`src/rtl/fwd_hazard_ctrl_pkg.sv`:
```
// Shared definitions for the forwarding / hazard controller slice.
//   REG_W_DEF    : default register-address width
//   LOAD_LAT_DEF : default bubble count per load-use hazard
//   CNT_W        : width of the stall counter (covers LOAD_LAT up to 3)
//   state_t      : controller FSM encoding (RUN / STALL)
//   stall_cnt_init : counter preload when entering STALL
package fwd_hazard_ctrl_pkg;

  localparam int REG_W_DEF    = 3;
  localparam int LOAD_LAT_DEF = 1;
  localparam int CNT_W        = 2;

  typedef enum logic [0:0] {
    ST_RUN   = 1'b0,
    ST_STALL = 1'b1
  } state_t;

  // The hazard-detect cycle already issues the first bubble, so STALL only
  // has to cover the remaining LOAD_LAT-1 cycles; the counter counts down
  // to zero inclusive, hence the preload of LOAD_LAT-2.
  function automatic logic [CNT_W-1:0] stall_cnt_init(input int load_lat);
    if (load_lat > 1) begin
      return CNT_W'(load_lat - 2);
    end
    return '0;
  endfunction

endpackage

```
`src/rtl/fwd_hazard_ctrl_if.sv`:
```
// Bundle between the ID-stage instruction source and the forwarding /
// hazard controller.
//   ID instruction : id_valid, id_rs_a/id_use_a, id_rs_b/id_use_b,
//                    id_rd/id_wr, id_is_load, id_is_store
//   Pipe control   : flush (kill ID instr), mem_busy (freeze pipe)
//   Controller out : stall, bubble, fwd_one_a/two_a, fwd_one_b/two_b,
//                    mw_one/mw_two, dbg_state, dbg_cnt
// Handshake: there is no valid/ready pair. id_valid qualifies the ID fields
// in the cycle they are presented; while stall=1 the source must hold the
// same instruction. mem_busy=1 freezes every controller register; the source
// holds flush for as long as mem_busy is high.
interface fwd_hazard_ctrl_if #(
  parameter int REG_W = fwd_hazard_ctrl_pkg::REG_W_DEF
);
  import fwd_hazard_ctrl_pkg::*;

  logic             id_valid;
  logic [REG_W-1:0] id_rs_a;
  logic             id_use_a;
  logic [REG_W-1:0] id_rs_b;
  logic             id_use_b;
  logic [REG_W-1:0] id_rd;
  logic             id_wr;
  logic             id_is_load;
  logic             id_is_store;
  logic             flush;
  logic             mem_busy;

  logic             stall;
  logic             bubble;
  logic             fwd_one_a;
  logic             fwd_two_a;
  logic             fwd_one_b;
  logic             fwd_two_b;
  logic             mw_one;
  logic             mw_two;
  state_t           dbg_state;
  logic [CNT_W-1:0] dbg_cnt;

  modport master (
    output id_valid, id_rs_a, id_use_a, id_rs_b, id_use_b, id_rd, id_wr,
           id_is_load, id_is_store, flush, mem_busy,
    input  stall, bubble, fwd_one_a, fwd_two_a, fwd_one_b, fwd_two_b,
           mw_one, mw_two, dbg_state, dbg_cnt
  );

  modport slave (
    input  id_valid, id_rs_a, id_use_a, id_rs_b, id_use_b, id_rd, id_wr,
           id_is_load, id_is_store, flush, mem_busy,
    output stall, bubble, fwd_one_a, fwd_two_a, fwd_one_b, fwd_two_b,
           mw_one, mw_two, dbg_state, dbg_cnt
  );

endinterface

```
`src/rtl/fwd_hazard_ctrl_match.sv`:
```
// Combinational source/destination comparator.
//   r, used        : source register address and "source is read" flag
//   e_valid, e_wr  : shadow entry holds a real instr that writes its rd
//   e_rd           : shadow entry destination register
//   match          : the source needs the entry's result
// With ZERO_REG set, register 0 never matches (hardwired zero).
module fwd_match #(
  parameter int REG_W    = 3,
  parameter bit ZERO_REG = 1'b1
) (
  input  logic [REG_W-1:0] r,
  input  logic             used,
  input  logic             e_valid,
  input  logic             e_wr,
  input  logic [REG_W-1:0] e_rd,
  output logic             match
);

  logic r_is_zero;

  assign r_is_zero = ZERO_REG && (r == '0);
  assign match     = e_valid & e_wr & used & (r == e_rd) & ~r_is_zero;

endmodule

```
`src/rtl/fwd_hazard_ctrl.sv`:
```
// Forwarding / load-use hazard controller for the 16-bit datapath, in ID.
//   clk, rst_n : clock, synchronous active-low reset
//   bus        : slave side of fwd_hazard_ctrl_if (ID instr in, control out)
// Keeps a two-deep shadow of {valid, rd, wr, load} for the instrs in EX and
// MEM, registers the forwarding selects for the instr entering EX, and
// stalls / bubbles LOAD_LAT cycles on a load-use hazard.
module fwd_hazard_ctrl
  import fwd_hazard_ctrl_pkg::*;
#(
  parameter int REG_W    = REG_W_DEF,
  parameter int LOAD_LAT = LOAD_LAT_DEF,
  parameter bit ZERO_REG = 1'b1
) (
  input  logic            clk,
  input  logic            rst_n,
  fwd_hazard_ctrl_if.slave bus
);

  // Shadow pipe. The MEM entry's load flag is never consulted, so only the
  // EX entry keeps one.
  logic             ex_valid, ex_wr, ex_load;
  logic [REG_W-1:0] ex_rd;
  logic             mem_valid, mem_wr;
  logic [REG_W-1:0] mem_rd;

  logic m_a_ex, m_a_mem, m_b_ex, m_b_mem;
  logic hz, stall, bubble, kill;

  state_t           state_q, state_d;
  logic [CNT_W-1:0] cnt_q, cnt_d;

  logic one_a_q, two_a_q, one_b_q, two_b_q, mw_one_q, mw_two_q;
  logic one_a_d, two_a_d, one_b_d, two_b_d, mw_one_d, mw_two_d;
  logic b_one, b_two;

  fwd_match #(.REG_W(REG_W), .ZERO_REG(ZERO_REG)) u_match_a_ex (
    .r(bus.id_rs_a), .used(bus.id_use_a), .e_valid(ex_valid), .e_wr(ex_wr),
    .e_rd(ex_rd), .match(m_a_ex));
  fwd_match #(.REG_W(REG_W), .ZERO_REG(ZERO_REG)) u_match_a_mem (
    .r(bus.id_rs_a), .used(bus.id_use_a), .e_valid(mem_valid), .e_wr(mem_wr),
    .e_rd(mem_rd), .match(m_a_mem));
  fwd_match #(.REG_W(REG_W), .ZERO_REG(ZERO_REG)) u_match_b_ex (
    .r(bus.id_rs_b), .used(bus.id_use_b), .e_valid(ex_valid), .e_wr(ex_wr),
    .e_rd(ex_rd), .match(m_b_ex));
  fwd_match #(.REG_W(REG_W), .ZERO_REG(ZERO_REG)) u_match_b_mem (
    .r(bus.id_rs_b), .used(bus.id_use_b), .e_valid(mem_valid), .e_wr(mem_wr),
    .e_rd(mem_rd), .match(m_b_mem));

  // A load in EX only has its result at MEM/WB: a dependent ID instr waits.
  assign hz = bus.id_valid & (m_a_ex | m_b_ex) & ex_load;

  // Select candidates; the EX (younger) producer wins over MEM.
  always_comb begin
    b_one    = bus.id_valid & m_b_ex;
    b_two    = bus.id_valid & m_b_mem & ~m_b_ex;
    one_a_d  = bus.id_valid & m_a_ex;
    two_a_d  = bus.id_valid & m_a_mem & ~m_a_ex;
    // Store data (rs_b) goes through the dedicated MW mux instead.
    one_b_d  = b_one & ~bus.id_is_store;
    two_b_d  = b_two & ~bus.id_is_store;
    mw_one_d = b_one & bus.id_is_store;
    mw_two_d = b_two & bus.id_is_store;
  end

  // FSM: state register
  always_ff @(posedge clk) begin
    if (!rst_n) begin
      state_q <= ST_RUN;
      cnt_q   <= '0;
    end else if (!bus.mem_busy) begin
      state_q <= state_d;
      cnt_q   <= cnt_d;
    end
  end

  // FSM: next state
  always_comb begin
    state_d = state_q;
    cnt_d   = cnt_q;
    if (bus.flush) begin
      state_d = ST_RUN;
      cnt_d   = '0;
    end else begin
      case (state_q)
        ST_RUN: begin
          if (hz && (LOAD_LAT > 1)) begin
            state_d = ST_STALL;
            cnt_d   = stall_cnt_init(LOAD_LAT);
          end
        end
        ST_STALL: begin
          if (cnt_q == '0) state_d = ST_RUN;
          else             cnt_d   = cnt_q - 1'b1;
        end
        default: state_d = ST_RUN;
      endcase
    end
  end

  // FSM: outputs. A busy memory holds the front end but must not push a
  // bubble, since ID/EX is frozen too.
  always_comb begin
    stall  = bus.mem_busy | (~bus.flush & (hz | (state_q == ST_STALL)));
    bubble = stall & ~bus.mem_busy;
    kill   = bubble | bus.flush;
  end

  // Shadow pipe and select registers advance together so the selects are
  // valid exactly while their instr sits in EX.
  always_ff @(posedge clk) begin
    if (!rst_n) begin
      ex_valid  <= 1'b0;
      ex_wr     <= 1'b0;
      ex_load   <= 1'b0;
      ex_rd     <= '0;
      mem_valid <= 1'b0;
      mem_wr    <= 1'b0;
      mem_rd    <= '0;
      one_a_q   <= 1'b0;
      two_a_q   <= 1'b0;
      one_b_q   <= 1'b0;
      two_b_q   <= 1'b0;
      mw_one_q  <= 1'b0;
      mw_two_q  <= 1'b0;
    end else if (!bus.mem_busy) begin
      mem_valid <= ex_valid;
      mem_wr    <= ex_wr;
      mem_rd    <= ex_rd;
      ex_valid  <= bus.id_valid & ~kill;
      ex_wr     <= bus.id_wr;
      ex_load   <= bus.id_is_load;
      ex_rd     <= bus.id_rd;
      one_a_q   <= one_a_d  & ~kill;
      two_a_q   <= two_a_d  & ~kill;
      one_b_q   <= one_b_d  & ~kill;
      two_b_q   <= two_b_d  & ~kill;
      mw_one_q  <= mw_one_d & ~kill;
      mw_two_q  <= mw_two_d & ~kill;
    end
  end

  assign bus.stall     = stall;
  assign bus.bubble    = bubble;
  assign bus.fwd_one_a = one_a_q;
  assign bus.fwd_two_a = two_a_q;
  assign bus.fwd_one_b = one_b_q;
  assign bus.fwd_two_b = two_b_q;
  assign bus.mw_one    = mw_one_q;
  assign bus.mw_two    = mw_two_q;
  assign bus.dbg_state = state_q;
  assign bus.dbg_cnt   = cnt_q;

endmodule
```
`src/flat_wrapper.sv`:
```
// flat-port wrapper written by rule: the top's interface ports become plain ports
module fwd_hazard_ctrl_flat import fwd_hazard_ctrl_pkg::*;
#(
  parameter int REG_W    = REG_W_DEF,
  parameter int LOAD_LAT = LOAD_LAT_DEF,
  parameter bit ZERO_REG = 1'b1
)
  (clk, rst_n, bus_id_valid, bus_id_rs_a, bus_id_use_a, bus_id_rs_b, bus_id_use_b, bus_id_rd, bus_id_wr, bus_id_is_load, bus_id_is_store, bus_flush, bus_mem_busy, bus_stall, bus_bubble, bus_fwd_one_a, bus_fwd_two_a, bus_fwd_one_b, bus_fwd_two_b, bus_mw_one, bus_mw_two, bus_dbg_state, bus_dbg_cnt);
  fwd_hazard_ctrl_if #(.REG_W(REG_W)) bus_i ();
  input  logic clk;
  input  logic rst_n;
  input wire logic [$bits(bus_i.id_valid)-1:0] bus_id_valid;
  input wire logic [$bits(bus_i.id_rs_a)-1:0] bus_id_rs_a;
  input wire logic [$bits(bus_i.id_use_a)-1:0] bus_id_use_a;
  input wire logic [$bits(bus_i.id_rs_b)-1:0] bus_id_rs_b;
  input wire logic [$bits(bus_i.id_use_b)-1:0] bus_id_use_b;
  input wire logic [$bits(bus_i.id_rd)-1:0] bus_id_rd;
  input wire logic [$bits(bus_i.id_wr)-1:0] bus_id_wr;
  input wire logic [$bits(bus_i.id_is_load)-1:0] bus_id_is_load;
  input wire logic [$bits(bus_i.id_is_store)-1:0] bus_id_is_store;
  input wire logic [$bits(bus_i.flush)-1:0] bus_flush;
  input wire logic [$bits(bus_i.mem_busy)-1:0] bus_mem_busy;
  output wire logic [$bits(bus_i.stall)-1:0] bus_stall;
  output wire logic [$bits(bus_i.bubble)-1:0] bus_bubble;
  output wire logic [$bits(bus_i.fwd_one_a)-1:0] bus_fwd_one_a;
  output wire logic [$bits(bus_i.fwd_two_a)-1:0] bus_fwd_two_a;
  output wire logic [$bits(bus_i.fwd_one_b)-1:0] bus_fwd_one_b;
  output wire logic [$bits(bus_i.fwd_two_b)-1:0] bus_fwd_two_b;
  output wire logic [$bits(bus_i.mw_one)-1:0] bus_mw_one;
  output wire logic [$bits(bus_i.mw_two)-1:0] bus_mw_two;
  output wire logic [$bits(bus_i.dbg_state)-1:0] bus_dbg_state;
  output wire logic [$bits(bus_i.dbg_cnt)-1:0] bus_dbg_cnt;
  assign bus_i.id_valid = bus_id_valid;
  assign bus_i.id_rs_a = bus_id_rs_a;
  assign bus_i.id_use_a = bus_id_use_a;
  assign bus_i.id_rs_b = bus_id_rs_b;
  assign bus_i.id_use_b = bus_id_use_b;
  assign bus_i.id_rd = bus_id_rd;
  assign bus_i.id_wr = bus_id_wr;
  assign bus_i.id_is_load = bus_id_is_load;
  assign bus_i.id_is_store = bus_id_is_store;
  assign bus_i.flush = bus_flush;
  assign bus_i.mem_busy = bus_mem_busy;
  assign bus_stall = bus_i.stall;
  assign bus_bubble = bus_i.bubble;
  assign bus_fwd_one_a = bus_i.fwd_one_a;
  assign bus_fwd_two_a = bus_i.fwd_two_a;
  assign bus_fwd_one_b = bus_i.fwd_one_b;
  assign bus_fwd_two_b = bus_i.fwd_two_b;
  assign bus_mw_one = bus_i.mw_one;
  assign bus_mw_two = bus_i.mw_two;
  assign bus_dbg_state = bus_i.dbg_state;
  assign bus_dbg_cnt = bus_i.dbg_cnt;
  fwd_hazard_ctrl #(.REG_W(REG_W), .LOAD_LAT(LOAD_LAT), .ZERO_REG(ZERO_REG)) u_core (.clk(clk), .rst_n(rst_n), .bus(bus_i));
endmodule
```
`config.mk`:
```
export PLATFORM = sky130hd
export DESIGN_NAME = fwd_hazard_ctrl_flat
export DESIGN_NICKNAME = d
export VERILOG_FILES = /design/src/rtl/fwd_hazard_ctrl_pkg.sv /design/src/rtl/fwd_hazard_ctrl_if.sv /design/src/rtl/fwd_hazard_ctrl_match.sv /design/src/rtl/fwd_hazard_ctrl.sv /design/src/flat_wrapper.sv
export SDC_FILE = /design/constraint.sdc
export NUM_CORES = 1
export LEC_CHECK = 0
export BUFFER_PORTS_ARGS = -buffer_cell sky130_fd_sc_hd__buf_2
export CAP_MARGIN = 25
export CORE_ASPECT_RATIO = 1.5
export CORE_UTILIZATION = 35
export DETAILED_ROUTE_END_ITERATION = 8
export GPL_ROUTABILITY_DRIVEN = 0
export PLACE_DENSITY = 0.58
export SYNTH_ARGS = -nofsm -noshare
export SYNTH_HDL_FRONTEND = slang
export SYNTH_SLANG_ARGS = --single-unit
```
`constraint.sdc`:
```
create_clock -name clk -period 2.28 [get_ports clk]
set_clock_uncertainty 0.2 [all_clocks]
set_input_delay 0 -clock clk [delete_from_list [all_inputs] [get_ports clk]]
set_output_delay 0 -clock clk [all_outputs]
set_load 0.01 [all_outputs]
```
==> out/metrics.yaml <==
global_route:
  gr-total-overflow: 0
  antenna_found_initial: 0
  grt_pass1_vias: 1052
  grt_usage_pct: 16.3
  grt_pass1_wl_um: 4080
  grt_max_degree: 26
power:
  power.density_nw_per_um2: 484
  power_w: 0.000750
  peakVddDrop_mv: 0.288
  p_leak_nw: 0.640
clock_tree:
  clkSlewWorstSetupHoldPaths_ns: 0.07
  cts_sinks: 20
  cts-root-buf: "clkbuf_8"
  clk_latency_ns: 0.25
  cts_tree: "built"
  cts_setup_buffers: 0
  clock_path_buffers: 2
  cts_buffers: 3
  cts_max_level: 1
placed_design:
  hpwl_um: 1870
  place_ws_ns: 0.348
  numPortBuffers: 29
run_status:
  outcome: "complete, no violations"
drt:
  drtPass1Iterations: 4
  totalWireLength_um: 2620
  viasPerCell: 5.04
  ant_nets: 0
  drc: 0
  routed-via-count: 1068
  drtIter0Drc: 7
  wire_per_inst_um: 12.4
worst_hold_path:
  hp-class: "primary input to flop"
  hold_depth: 4
logic_synthesis:
  syn_area_um2: 1110
  synth_seq_area_share_pct: 36.0
  ys_types: 34
  synthTopCellsByArea: "dfxtp_1, mux2i_1, nor2b_1"
  synth_seq_cells: 20
  yosysWarnings: 0
  synth_ff_type: "dfxtp_1"
  syn_avg_cell_area_um2: 8.90
  synthCells: 125
  synth_edf_count: 0
  yosys.area.top_type: "dfxtp_1"
  synth_nets: 145
  yosysTopAreaCellShare_pct: 36.0
  async_reset_ff_share_pct: 0
sta:
  layout_min_cycle_time_ns: 2.18
  rsz0062_at_grt: "no"
  fin_crit_sh_pct: 95.7
  max_slew_margin_pct: 64.7
  max_freq_ghz: 0.458
  tns_ns: 0
  drv_slew: 0
  hold_viol: 0
  worst_pin_slew_ns: 0.530
  fin_ws_ns: 0.0988
  setup_viol: 0
worst_setup_path:
  path_max_fanout: 7
  start_kind: "flop"
  crit_slowest_cell: "or3b_1"
  end_kind: "output port"
  critPathArrivalTime_ns: 1.98
  reg2regPathDepth: 6
  crit_chain: "or3b_1 -> a211o_1 -> a21oi_4 -> nor2_1 -> o31ai_2 -> buf_2"
  critPathRequiredTime_ns: 2.08
  critPathKind: "flop to output port"
  critical_path.max_stage_delay_ns: 0.38
cells_and_area:
  drive_gt1_share_pct: 23.1
  layout_common_cells: "buf_2, dlygate4sd3_1, dfxtp_1"
  layout.nets: 194
  area_growth_syn_to_layout_pct: 39.3
  final_common_cell: "buf_2"
  diodes: 0
die:
  core_um2: 2970
  initial_core_util_pct: 37.4
  fp.dieH_um: 71.0
  dieArea_um2: 3410
  num_rows: 24
  io_pins: 30
  fp.dieW_um: 48.0
run:
  cap_viol_max_count: 0
## cell usage after synthesis (2+ instances only)
library cell	n
nor3b_1	3
mux2i_1	10
nand3_1	7
nand2_1	10
clkbuf_1	4
a21boi_0	4
nor2b_1	13
o31ai_1	4
o21ai_0	3
and2_1	2
o21bai_1	3
xnor2_1	8
and3_1	2
o211a_1	2
dfxtp_1	20
a21oi_1	4
nor2_1	6
inv_1	4
## critical path: cells and delay by family, from the launching register on
kind            cells  cell delay [ns]
compound gates      3             0.73
simple gates        2             0.46
flops               1             0.36
buf+inv             1             0.17
## cell families (layout without fill, tap and decap cells)
logic type	count (synthesis)	after routing	share of synthesized area (%)
simple gates	49	49	24.9
compound gates	28	28	19.6
flops	20	20	36.0
mux	10	10	9.00
buf+inv	9	57	3.15
xor+xnor	8	8	6.30
fa+ha+maj	1	1	1.12
## timing repair
action,CTS,global route
hold buffers,20,0
gates resized for setup,0,3
endpoints found under the setup margin,0,2
hold endpoints to repair,20,0
## where the power goes
group / switching [W] / total (W) / internal (W)
registers: 0.0000117 / 0.000370 / 0.000358
clock network: 0.000114 / 0.000267 / 0.000153
logic: 0.0000493 / 0.000113 / 0.0000637
## metrics by stage
| stage | instances | util [%] | instance area [µm²] | hold WS [ns] |
|---|---|---|---|---|
| floorplan | 125 | - | 1110 | -0.129 |
| global placement | 188 | 43.3 | 1290 | 0.0529 |
| detailed placement | 188 | 43.3 | 1290 | 0.0597 |
| global route | 212 | 52.1 | 1550 | 0.0505 |
| CTS | 212 | 51.9 | 1540 | 0.0147 |
| finish | 212 | 52.1 | 1550 | 0.0213 |
## final timing paths
check / to / from / slack, ns
max reg2reg: u_core.bus.mw_two / u_core.mem_rd[1] / 0.12
min reg2reg: u_core.bus.fwd_one_b / u_core.bus.fwd_one_b / 0.27
min: u_core.bus.fwd_two_a / bus_id_use_a / 0.02
max: bus_stall / u_core.ex_rd[1] / 0.1
## per-layer routing
metal  track usage [%]  wire length (µm)
met4              10.2                70
met2              27.9              1380
met5                 0                 0
met3              1.79                83
met1              17.7              1090
## area by class of cell
type,instances,area (µm²)
Inverter,4,15.0
Clock buffer,4,55.1
Multi-Input combinational cell,96,682
Tap cell,39,48.8
Sequential cell,20,403
Fill cell,290,1420
Timing Repair Buffer,49,345
## flip-flops by register name (all words and copies together), names as in the netlist
register              cells
u_core.bus.mw_one         1
u_core.bus.fwd_two_a      1
u_core.bus.dbg_state      1
u_core.ex_valid           1
u_core.bus.mw_two         1
u_core.mem_rd             3
u_core.bus.dbg_cnt        2
u_core.bus.fwd_two_b      1
u_core.ex_load            1
u_core.ex_wr              1
u_core.mem_wr             1
u_core.mem_valid          1
u_core.ex_rd              3
u_core.bus.fwd_one_a      1
u_core.bus.fwd_one_b      1
Note: power is estimated with default switching activity, not from simulation.
